`src/rtl/dma_zx_seq_if.sv`:
```
// Bus bundle for dma_zx_seq: Z80 register port, bus request/acknowledge,
// memory write port and the ZX-side byte source.
interface dma_zx_seq_if;
  // Handshakes: a register write happens on the clock where dma_wrstb and
  // dma_select are both 1. A source byte is taken on the clock where
  // src_req=1 and src_rdy=1. A memory write happens on each clock with mem_we_n=0.
  logic [7:0]  dma_din;
  logic [7:0]  dma_dout;
  logic        dma_select;
  logic        dma_wrstb;
  logic [1:0]  dma_regsel;
  logic        busrq_n;
  logic        busak_n;
  logic [20:0] mem_a;
  logic [7:0]  mem_do;
  logic        mem_we_n;
  logic        src_req;
  logic        src_rdy;
  logic [7:0]  src_data;

  modport master (
    output dma_din, dma_select, dma_wrstb, dma_regsel, busak_n, src_rdy, src_data,
    input  dma_dout, busrq_n, mem_a, mem_do, mem_we_n, src_req
  );

  modport slave (
    input  dma_din, dma_select, dma_wrstb, dma_regsel, busak_n, src_rdy, src_data,
    output dma_dout, busrq_n, mem_a, mem_do, mem_we_n, src_req
  );
endinterface

```
`src/rtl/dma_zx_seq.sv`:
```
// ZX-source to memory DMA sequencer: it requests the Z80 bus and copies count+1 bytes to a 21-bit address.
// Optional macro DMA_IRQ_EN adds the dma_int transfer-done interrupt output.
module dma_zx_seq (
  input  logic       cpu_clock,
  input  logic       rst_n,
  dma_zx_seq_if.slave bus,
`ifdef DMA_IRQ_EN
  output logic       dma_int,
`endif
  output logic [2:0] dbg_state_o
);

  typedef enum logic [2:0] {
    S_IDLE    = 3'd0,
    S_BUSREQ  = 3'd1,
    S_FETCH   = 3'd2,
    S_WRITE   = 3'd3,
    S_NEXT    = 3'd4,
    S_RELEASE = 3'd5
  } state_t;

  state_t      state_q, state_d;
  logic [20:0] addr_q, addr_d;
  logic [6:0]  count_q, count_d;
  logic        abort_q, abort_d;
  logic [7:0]  mem_do_q, mem_do_d;
  logic        busak_s1_q, busak_s2_q;
  logic        busrq_n_c, src_req_c, mem_we_n_c;

  logic wr_en, cst_wr, busy;
  assign wr_en  = bus.dma_wrstb & bus.dma_select;
  assign cst_wr = wr_en && (bus.dma_regsel == 2'd3);
  assign busy   = (state_q != S_IDLE);

  // busak_n comes straight off the Z80 pin, so it is synchronized before use.
  always_ff @(posedge cpu_clock or negedge rst_n) begin
    if (!rst_n) begin
      busak_s1_q <= 1'b1;
      busak_s2_q <= 1'b1;
    end else begin
      busak_s1_q <= bus.busak_n;
      busak_s2_q <= busak_s1_q;
    end
  end

  always_ff @(posedge cpu_clock or negedge rst_n) begin
    if (!rst_n) begin
      state_q  <= S_IDLE;
      addr_q   <= '0;
      count_q  <= '0;
      abort_q  <= 1'b0;
      mem_do_q <= '0;
    end else begin
      state_q  <= state_d;
      addr_q   <= addr_d;
      count_q  <= count_d;
      abort_q  <= abort_d;
      mem_do_q <= mem_do_d;
    end
  end

  always_comb begin
    state_d    = state_q;
    addr_d     = addr_q;
    count_d    = count_q;
    abort_d    = abort_q;
    mem_do_d   = mem_do_q;
    busrq_n_c  = 1'b1;
    src_req_c  = 1'b0;
    mem_we_n_c = 1'b1;

    if (wr_en && !busy) begin
      case (bus.dma_regsel)
        2'd0:    addr_d[20:16] = bus.dma_din[4:0];
        2'd1:    addr_d[15:8]  = bus.dma_din;
        2'd2:    addr_d[7:0]   = bus.dma_din;
        default: ;
      endcase
    end
    if (cst_wr && busy && !bus.dma_din[7]) abort_d = 1'b1;

    case (state_q)
      S_IDLE: begin
        if (cst_wr && bus.dma_din[7]) begin
          count_d = bus.dma_din[6:0];
          state_d = S_BUSREQ;
        end
      end
      S_BUSREQ: begin
        busrq_n_c = 1'b0;
        if (abort_q)          state_d = S_RELEASE;
        else if (!busak_s2_q) state_d = S_FETCH;
      end
      S_FETCH: begin
        busrq_n_c = 1'b0;
        src_req_c = 1'b1;
        // A byte arriving together with abort is still written.
        if (bus.src_rdy) begin
          mem_do_d = bus.src_data;
          state_d  = S_WRITE;
        end else if (abort_q) begin
          state_d = S_RELEASE;
        end
      end
      S_WRITE: begin
        busrq_n_c  = 1'b0;
        mem_we_n_c = 1'b0;
        state_d    = S_NEXT;
      end
      S_NEXT: begin
        busrq_n_c = 1'b0;
        addr_d    = addr_q + 21'd1;
        if (count_q == 7'd0 || abort_q) begin
          state_d = S_RELEASE;
        end else begin
          count_d = count_q - 7'd1;
          state_d = S_FETCH;
        end
      end
      S_RELEASE: begin
        abort_d = 1'b0;
        state_d = S_IDLE;
      end
      default: state_d = S_IDLE;
    endcase
  end

  // Strobes decode straight from the state register so reset drops them at once.
  assign bus.busrq_n  = busrq_n_c;
  assign bus.src_req  = src_req_c;
  assign bus.mem_we_n = mem_we_n_c;
  assign bus.mem_a    = addr_q;
  assign bus.mem_do   = mem_do_q;
  assign dbg_state_o  = state_q;

  always_comb begin
    case (bus.dma_regsel)
      2'd0:    bus.dma_dout = {3'b000, addr_q[20:16]};
      2'd1:    bus.dma_dout = addr_q[15:8];
      2'd2:    bus.dma_dout = addr_q[7:0];
      default: bus.dma_dout = {busy, count_q};
    endcase
  end

`ifdef DMA_IRQ_EN
  logic dma_int_q;
  always_ff @(posedge cpu_clock or negedge rst_n) begin
    if (!rst_n)                                            dma_int_q <= 1'b0;
    else if (state_d == S_RELEASE && state_q != S_RELEASE) dma_int_q <= 1'b1;
    else if (cst_wr)                                       dma_int_q <= 1'b0;
  end
  assign dma_int = dma_int_q;
`endif

endmodule

```
`src/flat_wrapper.sv`:
```
// flat-port wrapper written by rule: the top's interface ports become plain ports
module dma_zx_seq_flat 
  (cpu_clock, rst_n, dbg_state_o, bus_dma_din, bus_dma_select, bus_dma_wrstb, bus_dma_regsel, bus_busak_n, bus_src_rdy, bus_src_data, bus_dma_dout, bus_busrq_n, bus_mem_a, bus_mem_do, bus_mem_we_n, bus_src_req);
  dma_zx_seq_if bus_i ();
  input  logic cpu_clock;
  input  logic rst_n;
  output logic [2:0] dbg_state_o;
  input wire logic [$bits(bus_i.dma_din)-1:0] bus_dma_din;
  input wire logic [$bits(bus_i.dma_select)-1:0] bus_dma_select;
  input wire logic [$bits(bus_i.dma_wrstb)-1:0] bus_dma_wrstb;
  input wire logic [$bits(bus_i.dma_regsel)-1:0] bus_dma_regsel;
  input wire logic [$bits(bus_i.busak_n)-1:0] bus_busak_n;
  input wire logic [$bits(bus_i.src_rdy)-1:0] bus_src_rdy;
  input wire logic [$bits(bus_i.src_data)-1:0] bus_src_data;
  output wire logic [$bits(bus_i.dma_dout)-1:0] bus_dma_dout;
  output wire logic [$bits(bus_i.busrq_n)-1:0] bus_busrq_n;
  output wire logic [$bits(bus_i.mem_a)-1:0] bus_mem_a;
  output wire logic [$bits(bus_i.mem_do)-1:0] bus_mem_do;
  output wire logic [$bits(bus_i.mem_we_n)-1:0] bus_mem_we_n;
  output wire logic [$bits(bus_i.src_req)-1:0] bus_src_req;
  assign bus_i.dma_din = bus_dma_din;
  assign bus_i.dma_select = bus_dma_select;
  assign bus_i.dma_wrstb = bus_dma_wrstb;
  assign bus_i.dma_regsel = bus_dma_regsel;
  assign bus_i.busak_n = bus_busak_n;
  assign bus_i.src_rdy = bus_src_rdy;
  assign bus_i.src_data = bus_src_data;
  assign bus_dma_dout = bus_i.dma_dout;
  assign bus_busrq_n = bus_i.busrq_n;
  assign bus_mem_a = bus_i.mem_a;
  assign bus_mem_do = bus_i.mem_do;
  assign bus_mem_we_n = bus_i.mem_we_n;
  assign bus_src_req = bus_i.src_req;
  dma_zx_seq u_core (.cpu_clock(cpu_clock), .rst_n(rst_n), .bus(bus_i), .dbg_state_o(dbg_state_o));
endmodule
```
`config.mk`:
```
export PLATFORM = sky130hd
export DESIGN_NAME = dma_zx_seq_flat
export DESIGN_NICKNAME = d
export VERILOG_FILES = /design/src/rtl/dma_zx_seq_if.sv /design/src/rtl/dma_zx_seq.sv /design/src/flat_wrapper.sv
export SDC_FILE = /design/constraint.sdc
export NUM_CORES = 1
export LEC_CHECK = 0
export CAP_MARGIN = 20
export CORE_MARGIN = 2
export CORE_UTILIZATION = 64
export DETAILED_ROUTE_END_ITERATION = 8
export DONT_BUFFER_PORTS = 1
export PLACE_DENSITY = 0.8
export SLEW_MARGIN = 20
export SYNTH_ARGS = -nofsm -noshare
export SYNTH_HDL_FRONTEND = slang
export SYNTH_SLANG_ARGS = --single-unit
```
`constraint.sdc`:
```
create_clock -name cpu_clock -period 2.2 [get_ports cpu_clock]
set_clock_uncertainty 0.05 [all_clocks]
set_input_delay 0.33 -clock cpu_clock [delete_from_list [all_inputs] [get_ports cpu_clock]]
set_output_delay 0.33 -clock cpu_clock [all_outputs]
set_load 0.01 [all_outputs]
```
Word-level counts from Yosys, hierarchy flattened. Index checks and enable logic that the tools add are counted.

RAM bits: 0. Memories: 0. Word-level logic and storage cells: 70. ROM bits: 0. Bits of input ports: 24. Latch bits: 0. Flip-flop bits (word level): 42. Output and inout port bits: 43.

Shift operators: 0. Div/mod/pow operators: 0. Magnitude comparators: 0. Add/sub/neg operators: 2. Reductions and logical operators: 25. Muxes and demuxes: 21. $mul: 0. Equal/unequal tests: 12. Bitwise logic cells: 1.

Operator list (count): $mux 21 (2); $pmux 8 s3 (1); $add 21x1->21 const B (1); $mux 3 (6); $mux 8 (2); $pmux 3 s5 (1); $mux 7 (2); $pmux 7 s2 (1); $reduce_bool 2->1 (6); $reduce_and 2->1 (4); $logic_not 7->1 (1); $sub 7x1->7 const B (1); $eq 3x2->1 const B (2); $eq 3x3->1 const B (2); $ne 3x2->1 const B (2); $reduce_and 3->1 (2); $logic_and 1x1->1 (5); $mux 1 (5); $mux 5 (1); $eq 2x2->1 const B (2); $reduce_or 4->1 (1); $eq 3x1->1 const B (1); $logic_not 3->1 (1); $reduce_bool 3->1 (1); 7 further kinds (8).

Longest topological paths before layout.
Word-level depth: 6. Gate-level depth with buffers: 8.

Least setup slack after synthesis. Ideal clock, no wire load.

Path kind: register to register. From: register u_core.state_q[2], in the netlist u_core.dbg_state_o[2]. To: register u_core.mem_do_q[0], in the netlist u_core.bus.mem_do[0]. Cell stages (with the launch flop): 7. Path slack: 0.349 ns. Data required time: 2.022 ns. Buffers on the path: 2. Clock period less this slack: 1.851 ns. Library setup time: 0.128 ns. Arrival: 1.673 ns. Cells stage by stage: dfrtp_1 clkbuf_1 nor2b_1 nor2b_1 and2_1 buf_2 mux2_1.

Word-level cells in the longest chain between the ends: 2.

RTL lines: start: declaration (RTL line dma_zx_seq.sv:22) `state_t state_q, state_d;`; start signal: assignment (RTL line dma_zx_seq.sv:54) `state_q <= state_d;`; $eq 3x2->1 (RTL line dma_zx_seq.sv:82) `case (state_q)`; $reduce_and 2->1 (no line); end signal: assignment (RTL line dma_zx_seq.sv:58) `mem_do_q <= mem_do_d;`; end: declaration (RTL line dma_zx_seq.sv:26) `logic [7:0] mem_do_q, mem_do_d;`.

Every way passes these cells. A chain may end at the register's enable or synchronous reset.

Worst setup path after layout.
From: register u_core.count_q[3]. To: register u_core.count_q[1].

Word-level cells in the longest chain between the ends: 4.

RTL lines: start: declaration (RTL line dma_zx_seq.sv:24) `logic [6:0] count_q, count_d;`; start signal: assignment (RTL line dma_zx_seq.sv:56) `count_q <= count_d;`; $logic_not 7->1 (RTL line dma_zx_seq.sv:113) `if (count_q == 7'd0 || abort_q) begin`; $logic_or 1x1->1 (RTL line dma_zx_seq.sv:113); $ne 2x2->1 (no line); $reduce_and 3->1 (no line).

Every way passes these cells.

==> metrics.md <==
| Metric | Value |
|---|---|
| WL final | `7.751 mm` |
| ANT nets after route | `0` |
| Most frequent cell after synthesis | `dfrtp_1` |
| Drt pass-1 iters | `5` |
| Pleak | `1.250 nW` |
| TritonCTS Sinks | `42` |
| Post-synthesis mux area share | `8.987%` |
| PwrDens | `1389 nW/µm²` |
| F_max | `0.4873 GHz` |
| CP max-delay cell | `or4_4` |
| GRT Util Overall | `33.46%` |
| Layout cells sized above 1 | `15.17%` |
| Avg Cell Area, Syn | `8.963 µm²` |
| Via count of the routed design | `2,661` |
| R2r setup slk | `0.15 ns` |
| Reg2reg path depth | `4` |
| Critical path cell sequence | `or4_4 > nor3b_4 > o2bb2ai_2 > mux2_1` |
| I/O pin count | `67` |
| Peak supply drop | `729.6 µV` |
| Die Footprint | `4825 µm²` |
| Cell family contributing the most delay on the critical path | `simple AND/OR/NAND/NOR gates` |
| DP HPWL | `5.829 mm` |
| Area of the core | `4058 µm²` |
| Fin. Hold Viols | `0` |
| Starting DRT DRC Count | `270` |
| Slew @ Worst Pin | `0.5448 ns` |
| Run status | `complete, no violations` |
| Bufs and invs on worst path | `0` |
| Critical Path RT | `2.34 ns` |
| Ant. Diodes | `0` |
| Initial antenna violation count | `0` |
| Synth Area in Adders | `1.369%` |
| Origin of the worst min-delay path | `bus_src_data[3]` |
| Post-synthesis async set-or-reset flop share | `100.0%` |
| Clock Path Buffers | `2` |
| RSZ-0062 raised after global routing | `false` |
| Number of post-CTS setup repair buffers | `0` |
| Share of the synthesized area in the top cell type | `36.50%` |
| Sequential area share after synthesis | `38.41%` |
| Synth Area in Compound Gates | `23.68%` |
| Post-synth EDFFs | `0` |
| Gate Count Post-Synth | `306` |
| Worst Hold Path Cells | `1` |
| Post-Synth XOR/XNOR Area | `0.3193%` |
| Reg clk slew, reported paths | `0.08 ns` |
| Setup TNS | `0 ns` |
| Reg-to-reg endpoint | `u_core.count_q[1]$_DFFE_PN0P_` |
| Vias per cell | `7.134` |
| Worst slew margin | `63.46%` |
| Area contributors post-synth | `dfrtp_1 (36%), nand2_1 (4.8%), mux2_1 (4.5%)` |
| Max cap viols | `0` |
| Row cnt | `23` |
| Total congestion overflow | `0` |
| CTS H-tree depth | `2` |
| Mapped Area | `2743 µm²` |
| Worst-Skew Late Latency | `0.31 ns` |
| CP startpoint kind | `flop` |
| List of most frequent post-synthesis cells | `dfrtp_1 (40), nand2_1 (35), nor2_1 (23)` |
| Num CTS Buffers | `5` |
| Die Y | `69.46 µm` |
| Number of global-route vias before repair | `2,535` |
| I/O Buffers | `0` |
| Most common flop cell mapped by yosys | `dfrtp_1` |
| Post-route DRC | `0` |
| Slowest stage delay, CP | `0.57 ns` |
| Syn nets | `333` |
| Clk Tree Root Cell | `clkbuf_8` |
| Area growth syn-to-layout | `11.41%` |
| Max FO, Critical Path | `13` |
| Hold Path End | `u_core.bus.mem_do[3]$_DFFE_PN0P_` |
| Global-route wire length before repair | `12.71 mm` |
| Synth warn | `0` |
| Min Clock Period, post-route | `2.052 ns` |
| Final hold slack | `0.1023 ns` |
| Largest family of logic cells by synthesized area | `compound AO/OA/AOI/OAI gates` |
| Initial Util | `67.59%` |
| Final Max Slew Viols | `0` |
| # setup viols final | `0` |
| Unique cell type count in the Yosys netlist | `60` |
| Synth Area in Simple Gates | `22.99%` |
| Final GP Congestion | `1.012` |
| Die X | `69.46 µm` |
| Hold Crit Class | `in -> reg` |
| Synth area leader | `dfrtp_1` |
| Synth Register Bits | `42` |
| R2r startpoint | `u_core.count_q[3]$_DFFE_PN0P_` |
| Setup CP Type | `reg -> reg` |
| Routed WL per cell | `20.78 µm` |
| TritonCTS clock tree | `done` |
| Largest net degree at the start of global routing | `43` |
| Fin nets | `349` |
| Period utilization | `93.28%` |
| Worst Setup End Kind | `flop` |
| Arrival @ worst endpoint | `2.19 ns` |
[cell usage in the layout (no fill, tap or decap), drive strengths merged, types with 6 or more instances in the layout]
master,count
dfrtp,40
mux2,11
a21oi,22
o22a,7
nor2,23
o21ai,25
inv,8
o22ai,9
nand4,6
a22o,6
nand2,35
buf,26
nor3,11
nand3,6
[layout make-up]
| class | instances | area, µm² |
|---|---|---|
| Clock buffer | 5 | 68.82 |
| Fill cell | 275 | 1002 |
| Multi-Input combinational cell | 238 | 1573 |
| Inverter | 7 | 26.28 |
| Timing Repair Buffer | 28 | 227.7 |
| Tap cell | 50 | 62.56 |
| Sequential cell | 42 | 1054 |
| Clock inverter | 3 | 43.79 |
[metal layers]
layer | track usage [%] | vias to the layer above | routed length [µm]
met2 | 51.92 | 176 | 3659
met1 | 45.03 | 1275 | 3112
met3 | 9.302 | 26 | 793
met4 | 12.20 | 0 | 186
li1 | - | 1184 | -
met5 | 0 | - | 0
[sequential cells by signal, indices dropped and copies added, names as in the netlist]
name and flops:
u_core.dbg_state_o 3, u_core.bus.mem_do 8, u_core.abort_q 1, u_core.busak_s2_q 1, u_core.bus.mem_a 21, u_core.count_q 7, u_core.busak_s1_q 1
[per-stage QoR]
step	utilization [%]	setup WS (ns)	std cells	total power, mW	cell area [µm²]
after floorplan	-	0.3490	306	2.899	2743
after global placement	71.54	0.2139	362	3.491	2903
after detailed placement	71.54	0.1700	362	3.560	2903
after CTS	75.30	0.1630	373	4.210	3055
after global routing	75.30	0.04688	373	4.501	3055
final	75.30	0.1479	373	4.243	3055
[worst reg2reg max path: cells and delay by family (launching register included)]
kind	cells	cell delay (ns)
compound gates	1	0.22
simple gates	2	0.85
flops	1	0.46
mux	1	0.36
[repair_timing]
item	in CTS	in global routing
resized for setup	0	0
setup endpoints to repair	0	0
hold buffers	3	0
hold endpoints to repair	43	0
[power breakdown]
group,switching (mW),internal [mW]
sequential,0.448,1.12
clock,0.298,0.340
combinational,1.17,0.870
total,1.91,2.33
[worst max path at each step]
stage,slack (ns),from,cells past startpoint,end
6_report,0.15,u_core.count_q[3]$_DFFE_PN0P_,4,u_core.count_q[1]$_DFFE_PN0P_
5_1_grt,0.05,u_core.bus.mem_a[1]$_DFFE_PN0P_,6,u_core.bus.mem_a[14]$_DFFE_PN0P_
4_1_cts,0.16,u_core.count_q[3]$_DFFE_PN0P_,4,u_core.count_q[1]$_DFFE_PN0P_
3_5_place_dp,0.17,u_core.count_q[3]$_DFFE_PN0P_,4,u_core.count_q[1]$_DFFE_PN0P_
3_3_place_gp,0.21,u_core.count_q[3]$_DFFE_PN0P_,4,u_core.count_q[1]$_DFFE_PN0P_
2_1_floorplan,0.35,u_core.dbg_state_o[2]$_DFFE_PN0P_,6,u_core.bus.mem_do[0]$_DFFE_PN0P_
[kinds of logic (layout without fill, tap and decap cells)]
family,Yosys count,count (layout)
flip-flops,42,42
AO/OA/AOI/OAI,98,98
XOR/XNOR,1,1
AND/OR/NAND/NOR,119,119
buffers and inverters,26,43
adder cells (fa/ha/maj),3,3
multiplexers,17,17
(Power assumes the default switching activity.)
